==> src/rtl/bp_pattern_table_if.sv <==
// Branch-predictor pattern table bus: DEC lookup, EX resolution and flush signals.
// The master modport belongs to the pipeline and the slave modport to the table.
interface bp_pattern_table_if #(
  parameter int unsigned BPRED_WIDTH = 9
);
  logic                   i_DEC_Is_Branch;
  logic [31:0]            i_DEC_PC;
  logic [BPRED_WIDTH-1:0] i_Global_History;
  logic                   o_Prediction;
  logic                   o_Pred_Valid;
  logic                   o_Stall;
  logic                   o_Ready;
  logic                   i_ALU_Branch_Valid;
  logic                   i_ALU_Branch_Outcome;
  logic                   i_Flush;
  logic                   o_Mispredict;

  modport master (
    output i_DEC_Is_Branch, i_DEC_PC, i_Global_History,
    output i_ALU_Branch_Valid, i_ALU_Branch_Outcome, i_Flush,
    input  o_Prediction, o_Pred_Valid, o_Stall, o_Ready, o_Mispredict
  );

  modport slave (
    input  i_DEC_Is_Branch, i_DEC_PC, i_Global_History,
    input  i_ALU_Branch_Valid, i_ALU_Branch_Outcome, i_Flush,
    output o_Prediction, o_Pred_Valid, o_Stall, o_Ready, o_Mispredict
  );
endinterface

==> src/rtl/bp_pattern_table.sv <==
// Gshare pattern history table with an in-flight FIFO that connects DEC lookups to EX training.
// Optional macro BP_UPDATE_BYPASS_EN forwards a same-cycle counter update to the lookup.
module bp_pattern_table #(
  parameter int unsigned BPRED_WIDTH    = 9,
  parameter int unsigned INFLIGHT_DEPTH = 4
) (
  input logic              i_Clk,
  input logic              i_Reset,
  bp_pattern_table_if.slave bus
);
  localparam int unsigned TABLE_SIZE = 1 << BPRED_WIDTH;
  localparam int unsigned PTR_W      = $clog2(INFLIGHT_DEPTH);
  localparam int unsigned CNT_W      = PTR_W + 1;

  localparam logic [0:0] S_INIT = 1'b0;
  localparam logic [0:0] S_RUN  = 1'b1;

  logic [0:0]             r_state;
  logic [0:0]             w_state_next;
  logic [BPRED_WIDTH-1:0] r_sweep_ptr;

  logic [1:0]             r_table [TABLE_SIZE];
  logic [BPRED_WIDTH-1:0] r_fifo_idx [INFLIGHT_DEPTH];
  logic                   r_fifo_pred [INFLIGHT_DEPTH];
  logic [PTR_W-1:0]       r_wr_ptr;
  logic [PTR_W-1:0]       r_rd_ptr;
  logic [CNT_W-1:0]       r_count;

  logic                   w_init;
  logic                   w_run;
  logic                   w_full;
  logic                   w_empty;
  logic [BPRED_WIDTH-1:0] w_idx;
  logic [BPRED_WIDTH-1:0] w_head_idx;
  logic                   w_head_pred;
  logic [1:0]             w_head_ctr;
  logic [1:0]             w_ctr_upd;
  logic [1:0]             w_lookup_ctr;
  logic                   w_pred;
  logic                   w_pop;
  logic                   w_push;
  logic                   w_flush;
  logic                   w_tbl_we;
  logic [BPRED_WIDTH-1:0] w_tbl_waddr;
  logic [1:0]             w_tbl_wdata;
  logic                   w_unused_pc;

  // Reset masks the state-derived outputs so the reset cycle already shows reset values.
  assign w_init  = (r_state == S_INIT) & ~i_Reset;
  assign w_run   = (r_state == S_RUN) & ~i_Reset;
  assign w_full  = (r_count == CNT_W'(INFLIGHT_DEPTH));
  assign w_empty = (r_count == '0);

  assign w_idx       = bus.i_DEC_PC[BPRED_WIDTH+1:2] ^ bus.i_Global_History;
  assign w_unused_pc = ^{bus.i_DEC_PC[31:BPRED_WIDTH+2], bus.i_DEC_PC[1:0]};

  assign w_head_idx  = r_fifo_idx[r_rd_ptr];
  assign w_head_pred = r_fifo_pred[r_rd_ptr];
  assign w_head_ctr  = r_table[w_head_idx];

  assign w_pop   = w_run & bus.i_ALU_Branch_Valid & ~w_empty;
  assign w_flush = w_run & bus.i_Flush;

  // 2-bit saturating counter update for the resolving head entry.
  always_comb begin
    w_ctr_upd = w_head_ctr;
    if (bus.i_ALU_Branch_Outcome) begin
      if (w_head_ctr != 2'b11) w_ctr_upd = w_head_ctr + 2'b01;
    end else begin
      if (w_head_ctr != 2'b00) w_ctr_upd = w_head_ctr - 2'b01;
    end
  end

`ifdef BP_UPDATE_BYPASS_EN
  assign w_lookup_ctr = (w_pop && (w_head_idx == w_idx)) ? w_ctr_upd : r_table[w_idx];
`else
  assign w_lookup_ctr = r_table[w_idx];
`endif

  // A pop in the same cycle frees a slot, so a full FIFO can still accept a push.
  assign w_pred = w_run ? w_lookup_ctr[1] : 1'b1;
  assign w_push = w_run & bus.i_DEC_Is_Branch & (~w_full | w_pop) & ~bus.i_Flush;

  assign bus.o_Prediction = w_pred;
  assign bus.o_Pred_Valid = w_push;
  assign bus.o_Stall      = w_full | ~w_run;
  assign bus.o_Ready      = w_run;
  assign bus.o_Mispredict = w_pop & (bus.i_ALU_Branch_Outcome != w_head_pred);

  always_comb begin
    w_state_next = r_state;
    if ((r_state == S_INIT) && (r_sweep_ptr == BPRED_WIDTH'(TABLE_SIZE - 1)))
      w_state_next = S_RUN;
  end

  always_ff @(posedge i_Clk) begin
    if (i_Reset) begin
      r_state     <= S_INIT;
      r_sweep_ptr <= '0;
      r_wr_ptr    <= '0;
      r_rd_ptr    <= '0;
      r_count     <= '0;
    end else begin
      r_state <= w_state_next;
      if (r_state == S_INIT) r_sweep_ptr <= r_sweep_ptr + BPRED_WIDTH'(1);
      if (w_flush) begin
        r_wr_ptr <= '0;
        r_rd_ptr <= '0;
        r_count  <= '0;
      end else begin
        if (w_push) r_wr_ptr <= r_wr_ptr + PTR_W'(1);
        if (w_pop)  r_rd_ptr <= r_rd_ptr + PTR_W'(1);
        if (w_push && !w_pop)      r_count <= r_count + CNT_W'(1);
        else if (!w_push && w_pop) r_count <= r_count - CNT_W'(1);
      end
    end
  end

  // Single table write port: init sweep during INIT, training during RUN.
  assign w_tbl_we    = w_init | w_pop;
  assign w_tbl_waddr = w_init ? r_sweep_ptr : w_head_idx;
  assign w_tbl_wdata = w_init ? 2'b10 : w_ctr_upd;

  always_ff @(posedge i_Clk) begin
    if (w_tbl_we) r_table[w_tbl_waddr] <= w_tbl_wdata;
  end

  always_ff @(posedge i_Clk) begin
    if (w_push) begin
      r_fifo_idx[r_wr_ptr]  <= w_idx;
      r_fifo_pred[r_wr_ptr] <= w_pred;
    end
  end
endmodule

==> src/flat_wrapper.sv <==
// flat-port wrapper written by rule: the top's interface ports become plain ports
module bp_pattern_table_flat 
#(
  parameter int unsigned BPRED_WIDTH    = 9,
  parameter int unsigned INFLIGHT_DEPTH = 4
)
  (i_Clk, i_Reset, bus_i_DEC_Is_Branch, bus_i_DEC_PC, bus_i_Global_History, bus_i_ALU_Branch_Valid, bus_i_ALU_Branch_Outcome, bus_i_Flush, bus_o_Prediction, bus_o_Pred_Valid, bus_o_Stall, bus_o_Ready, bus_o_Mispredict);
  bp_pattern_table_if #(.BPRED_WIDTH(BPRED_WIDTH)) bus_i ();
  input logic i_Clk;
  input logic i_Reset;
  input wire logic [$bits(bus_i.i_DEC_Is_Branch)-1:0] bus_i_DEC_Is_Branch;
  input wire logic [$bits(bus_i.i_DEC_PC)-1:0] bus_i_DEC_PC;
  input wire logic [$bits(bus_i.i_Global_History)-1:0] bus_i_Global_History;
  input wire logic [$bits(bus_i.i_ALU_Branch_Valid)-1:0] bus_i_ALU_Branch_Valid;
  input wire logic [$bits(bus_i.i_ALU_Branch_Outcome)-1:0] bus_i_ALU_Branch_Outcome;
  input wire logic [$bits(bus_i.i_Flush)-1:0] bus_i_Flush;
  output wire logic [$bits(bus_i.o_Prediction)-1:0] bus_o_Prediction;
  output wire logic [$bits(bus_i.o_Pred_Valid)-1:0] bus_o_Pred_Valid;
  output wire logic [$bits(bus_i.o_Stall)-1:0] bus_o_Stall;
  output wire logic [$bits(bus_i.o_Ready)-1:0] bus_o_Ready;
  output wire logic [$bits(bus_i.o_Mispredict)-1:0] bus_o_Mispredict;
  assign bus_i.i_DEC_Is_Branch = bus_i_DEC_Is_Branch;
  assign bus_i.i_DEC_PC = bus_i_DEC_PC;
  assign bus_i.i_Global_History = bus_i_Global_History;
  assign bus_i.i_ALU_Branch_Valid = bus_i_ALU_Branch_Valid;
  assign bus_i.i_ALU_Branch_Outcome = bus_i_ALU_Branch_Outcome;
  assign bus_i.i_Flush = bus_i_Flush;
  assign bus_o_Prediction = bus_i.o_Prediction;
  assign bus_o_Pred_Valid = bus_i.o_Pred_Valid;
  assign bus_o_Stall = bus_i.o_Stall;
  assign bus_o_Ready = bus_i.o_Ready;
  assign bus_o_Mispredict = bus_i.o_Mispredict;
  bp_pattern_table #(.BPRED_WIDTH(BPRED_WIDTH), .INFLIGHT_DEPTH(INFLIGHT_DEPTH)) u_core (.i_Clk(i_Clk), .i_Reset(i_Reset), .bus(bus_i));
endmodule
==> config.mk <==
export PLATFORM = sky130hd
export DESIGN_NAME = bp_pattern_table_flat
export DESIGN_NICKNAME = d
export VERILOG_FILES = /design/src/rtl/bp_pattern_table_if.sv /design/src/rtl/bp_pattern_table.sv /design/src/flat_wrapper.sv
export SDC_FILE = /design/constraint.sdc
export NUM_CORES = 2
export LEC_CHECK = 0
export ABC_AREA = 1
export ABC_CLOCK_PERIOD_IN_PS = 21100
export BUFFER_PORTS_ARGS = -buffer_cell sky130_fd_sc_hd__buf_2
export CAP_MARGIN = 40
export CORE_MARGIN = 2
export CORE_UTILIZATION = 60
export DETAILED_ROUTE_END_ITERATION = 8
export PLACE_DENSITY = 0.76
export SETUP_SLACK_MARGIN = 0.05
export SLEW_MARGIN = 20
export SYNTH_ARGS = -nofsm -noshare
export SYNTH_HDL_FRONTEND = slang
export SYNTH_SLANG_ARGS = --single-unit
==> constraint.sdc <==
create_clock -name i_Clk -period 21.1 [get_ports i_Clk]
set_input_delay 1.055 -clock i_Clk [delete_from_list [all_inputs] [get_ports i_Clk]]
set_output_delay 1.055 -clock i_Clk [all_outputs]
set_load 0.01 [all_outputs]
# ---- Word level (Yosys, flattened, before mapping)
# Memory sizes are Yosys's and may differ from the RTL's. A register that Yosys moved wholly into a read port is not among the register bits.
# Index checks and enable logic that the tools add are counted.
# W data, S select, Z words.
dict set report totals {
  register_bits 17
  mem_bits_rw 1064
  in_bits 47
  output_inout_bits 5
  word_cells 63
  memories 3
}
# memory words word_bits rd rd_clocked_by_memory_dff write_ports line_no
set memory_table {}
lappend memory_table {u_core.r_table 512 2 2 0 1 bp_pattern_table.sv:22} ;# logic [1:0] r_table [TABLE_SIZE];
lappend memory_table {u_core.r_fifo_idx 4 9 1 1 1 bp_pattern_table.sv:23} ;# logic [BPRED_WIDTH-1:0] r_fifo_idx [INFLIGHT_DEPTH];
lappend memory_table {u_core.r_fifo_pred 4 1 1 1 1 bp_pattern_table.sv:24} ;# logic r_fifo_pred [INFLIGHT_DEPTH];
dict set report classes {
  n_addsub 7
  n_eq_ne 4
  muxes 16
  bitwise_logic 19
  n_reduce_logical 9
}
# op count
set ops {}
lappend ops {{$mux W2} 8}
lappend ops {{$add A9 B1 Y9 const B} 1}
lappend ops {{$and A1 B1 Y1} 9}
lappend ops {{$eq A9 B9 Y1 const B} 1}
lappend ops {{$mux W9} 1}
lappend ops {{$xor A9 B9 Y9} 1}
lappend ops {{$add A2 B1 Y2 const B} 3}
lappend ops {{$mux W3} 2}
lappend ops {{$not A1 Y1} 6}
lappend ops {{$mux W1} 5}
lappend ops {{$reduce_bool A2 Y1} 2}
lappend ops {{$add A3 B1 Y3 const B} 1}
lappend ops {{$eq A3 B3 Y1 const B} 1}
lappend ops {{$logic_and A1 B1 Y1} 3}
lappend ops {{$logic_not A3 Y1} 1}
lappend ops {{$or A1 B1 Y1} 3}
lappend ops {{$sub A3 B1 Y3 const B} 1}
lappend ops {{$logic_not A1 Y1} 2}
lappend ops {{$ne A2 B2 Y1 const B} 1}
lappend ops {{$reduce_or A2 Y1} 1}
lappend ops {{$sub A2 B1 Y2 const B} 1}
lappend ops {{$ne A1 B1 Y1} 1}

# ---- Logic depth before layout (Yosys ltp)
dict set report logic_depth {
  ltp_word 11
  depth_mapped 23
  ltp_nobuf 20
}

# ---- Worst setup path after synthesis
# Ideal clock, no wire load.
dict set report synth_path {
  kind {reg-to-reg}
  start {register with a tool-made name}
  end {memory u_core.r_table[0][0] (data pin)}
  setup_ps 2596
  arrival_time_ps 13839
  required_ps 18504
  setup_slack_ps 4665
  stages_incl_launch_ff 18
  n_path_buf 3
  synth_period_minus_slack_ps 16435
  cell_sequence {dfxtp_1 -> buf_4 -> nand2_1 -> nand3_4 -> buf_2 -> clkbuf_1 -> nand3_1 -> nand3_1 -> nand3_1 -> nand3_1 -> nand3_1 -> nand3_1 -> nand3_1 -> nand3_1 -> nand3_1 -> nand2_1 -> a21oi_1 -> nor2_1}
}
# element line_no
set synth_rtl {}
lappend synth_rtl {{to (decl)} bp_pattern_table.sv:22}

==> out/summary.txt <==
fin crit share -> 0.428
GRT Total Usage -> 0.349
TritonCTS Buffers -> 109
CTS root buf -> clkbuf_16
Synth Warn # -> 0
MaxCap Viol Count -> 0
Vias/cell -> 6.55
CTS Hold Buffers Added -> 0
Cells after Synth -> 5368
Critical Path Sink Type -> flop
slew margin rel. -> 0.260
initial antenna violation count -> 3
vias in the first global route -> 40300
gpl congestion -> 0.937
P per Cell Area -> 78.7 nW/um^2
CP required -> 21580 ps
Hold Path Class -> flop to flop
Detailed Routing Iterations Pass 1 -> 8
IO Port Bufs -> 28
H-tree levels -> 3
RSZ-0062 raised after global routing -> no
Clk Latency, worst-skew pair -> 710 ps
share of the synthesized area in the top cell type -> 0.609
Detail Route Antenna Nets -> 0
Detailed Route Iter0 Violations -> 6939
Hold Vio Cnt, Final -> 0
Layout Cells excl Fill -> 6413
Routed Wire Length -> 159000 um
type of the worst setup path -> flop to flop
CTS tree -> yes
clk buf depth -> 3
most common cell in the synthesized netlist -> edfxtp_1
first-pass GRT wire length -> 235000 um
Least-Margin Pin Slew -> 1110 ps
CP Data Arrival Time -> 9520 ps
DR DRC count -> 0
dominant cells by area after synthesis -> edfxtp_1 (61%), nand3_1 (9.9%), nand2_1 (7.3%)
Cell Area, Placed -> 53200 sq um
setup_tns -> 0 ps
Max Freq -> 111 MHz
Die Area -> 89800 sq um
row cnt -> 108
outcome -> finished clean
I/O pin cnt -> 52
CP Launch Type -> flop
die height -> 300 um
register bit total from synthesis -> 1083
clk_skew -> 38.8 ps
Worst path most repeated cell -> nand2_1
largest net degree at the start of global routing -> 246
Mapped Nets -> 5423
Avg Cell Area, Syn -> 9.77 sq um
slowest stage delay, CP -> 820 ps
Finished Cell Area -> 56800 sq um
Placed Cells incl. Taps -> 6208
Setup Buffers After CTS -> 0
final setup violation count -> 0
Yosys cell types -> 41
Leak Pwr -> 19.9 nW
CTS resizes -> 0
Worst VDD drop -> 0.0000695 V
nets@finish -> 5229
Synth area leader -> edfxtp_1
clk slew on worst S/H paths -> 60 ps
wire length per cell -> 24.9 um
Final HPWL DP -> 83400 um
dominant synthesized flop cell -> edfxtp_1
Final min period -> 9040 ps
Max FO, Critical Path -> 245
EDFF count, synth -> 1064
sequential share of the synthesized area -> 0.617
Area Overhead vs Synth -> 8.25%
synthesized area -> 52400 sq um
Synth top cells by count -> edfxtp_1 (1064), nand3_1 (1042), nand2_1 (1014)
core area -> 86800 sq um
CP max stage cell -> dfxtp_1
layout cell share with drive strength beyond 1 -> 0.0818
GRT overflow -> 0
CTS sink count -> 1083
vias after detailed routing -> 42000
asr flop ratio synth -> 0
Initial Util -> 0.604
max-slew violations -> 0
Fillers -> 6595
Die Span X -> 300 um
cell families (layout without fill, tap and decap cells):
family,Yosys count,after routing,share of synthesized area
compound gates,596,596,0.0728
xor+xnor,9,9,0.00165
fa+ha+maj,8,8,0.00205
buf+inv,744,632,0.0579
flops,1083,1083,0.617
other cells,0,2,0
simple gates,2928,2928,0.249
final timing paths:
| path | slack [ps] | start | to | cells past startpoint |
|---|---|---|---|---|
| worst max-delay path | 12060 | flop | u_core.r_table[38][0] | 28 |
| worst min-delay path | 500 | u_core.r_sweep_ptr[7] | u_core.r_sweep_ptr[7] | 2 |
| worst max register to register | 12060 | flop | u_core.r_table[38][0] | 28 |
| worst min register to register | 500 | u_core.r_sweep_ptr[7] | u_core.r_sweep_ptr[7] | 2 |
sequential cells by signal (all words and copies together) (netlist names), named ones only:
signal              cells
u_core.r_table       1024
u_core.r_fifo_idx      36
u_core.r_sweep_ptr      9
u_core.r_fifo_pred      4
u_core.r_count          3
u_core.r_rd_ptr         2
u_core.r_wr_ptr         2
u_core.r_state          1
stage by stage:
step	hold slack [ps]	power [mW]	setup WS [ps]	utilization
6_report	500	4.47	12060	0.654
5_1_grt	527	4.56	11550	0.654
4_1_cts	495	4.45	11950	0.652
3_5_place_dp	483	2.65	11950	0.614
3_3_place_gp	475	2.64	10940	0.610
2_1_floorplan	456	2.56	4670	-
area by class of cell:
cell class                      count  area, sq um  share of cell area
Sequential cell                  1083        32300               0.570
Multi-Input combinational cell   3541        17200               0.303
Clock buffer                      140         2840              0.0501
Tap cell                         1155         1450              0.0255
Timing Repair Buffer              125         1220              0.0215
Inverter                          314         1210              0.0214
Clock inverter                     53          480             0.00846
Antenna cell                        2         5.00           0.0000882
routing by layer:
metal  GRT usage  share of wire  routed length, um
met3      0.0853           0.14              22700
met5     0.00741        0.00091                145
met1       0.447           0.35              55500
met2       0.545           0.45              71800
met4       0.201          0.059               9340
where the power goes:
| group | switching (mW) | total [mW] | leakage [nW] | internal (mW) |
|---|---|---|---|---|
| clock network | 0.813 | 1.85 | 1.62 | 1.03 |
| registers | 0.000918 | 2.36 | 9.72 | 2.36 |
| logic | 0.204 | 0.267 | 8.54 | 0.0629 |
layout by cell type (no fill, tap or decap), types with 17 or more instances in the layout:
| cell type | instances |
|---|---|
| inv_1 | 298 |
| dfxtp_1 | 19 |
| clkbuf_1 | 31 |
| nand3b_1 | 106 |
| nand2_1 | 993 |
| edfxtp_1 | 1064 |
| nor2_1 | 632 |
| buf_4 | 75 |
| or2_2 | 113 |
| nand2_2 | 17 |
| nand3_1 | 1042 |
| o211ai_1 | 301 |
| o21ai_0 | 200 |
| clkbuf_16 | 109 |
| a21oi_1 | 43 |
| clkinv_1 | 27 |
| o22ai_1 | 34 |
| buf_2 | 28 |
worst max-delay path, delay by kind of cell (launching register included):
family | cells | cell delay, ps
AOI/OAI and AO/OA | 1 | 140
buffers and inverters | 11 | 4570
DFF | 1 | 820
and+or+nand+nor | 16 | 3020
(Power assumes the default switching activity.)
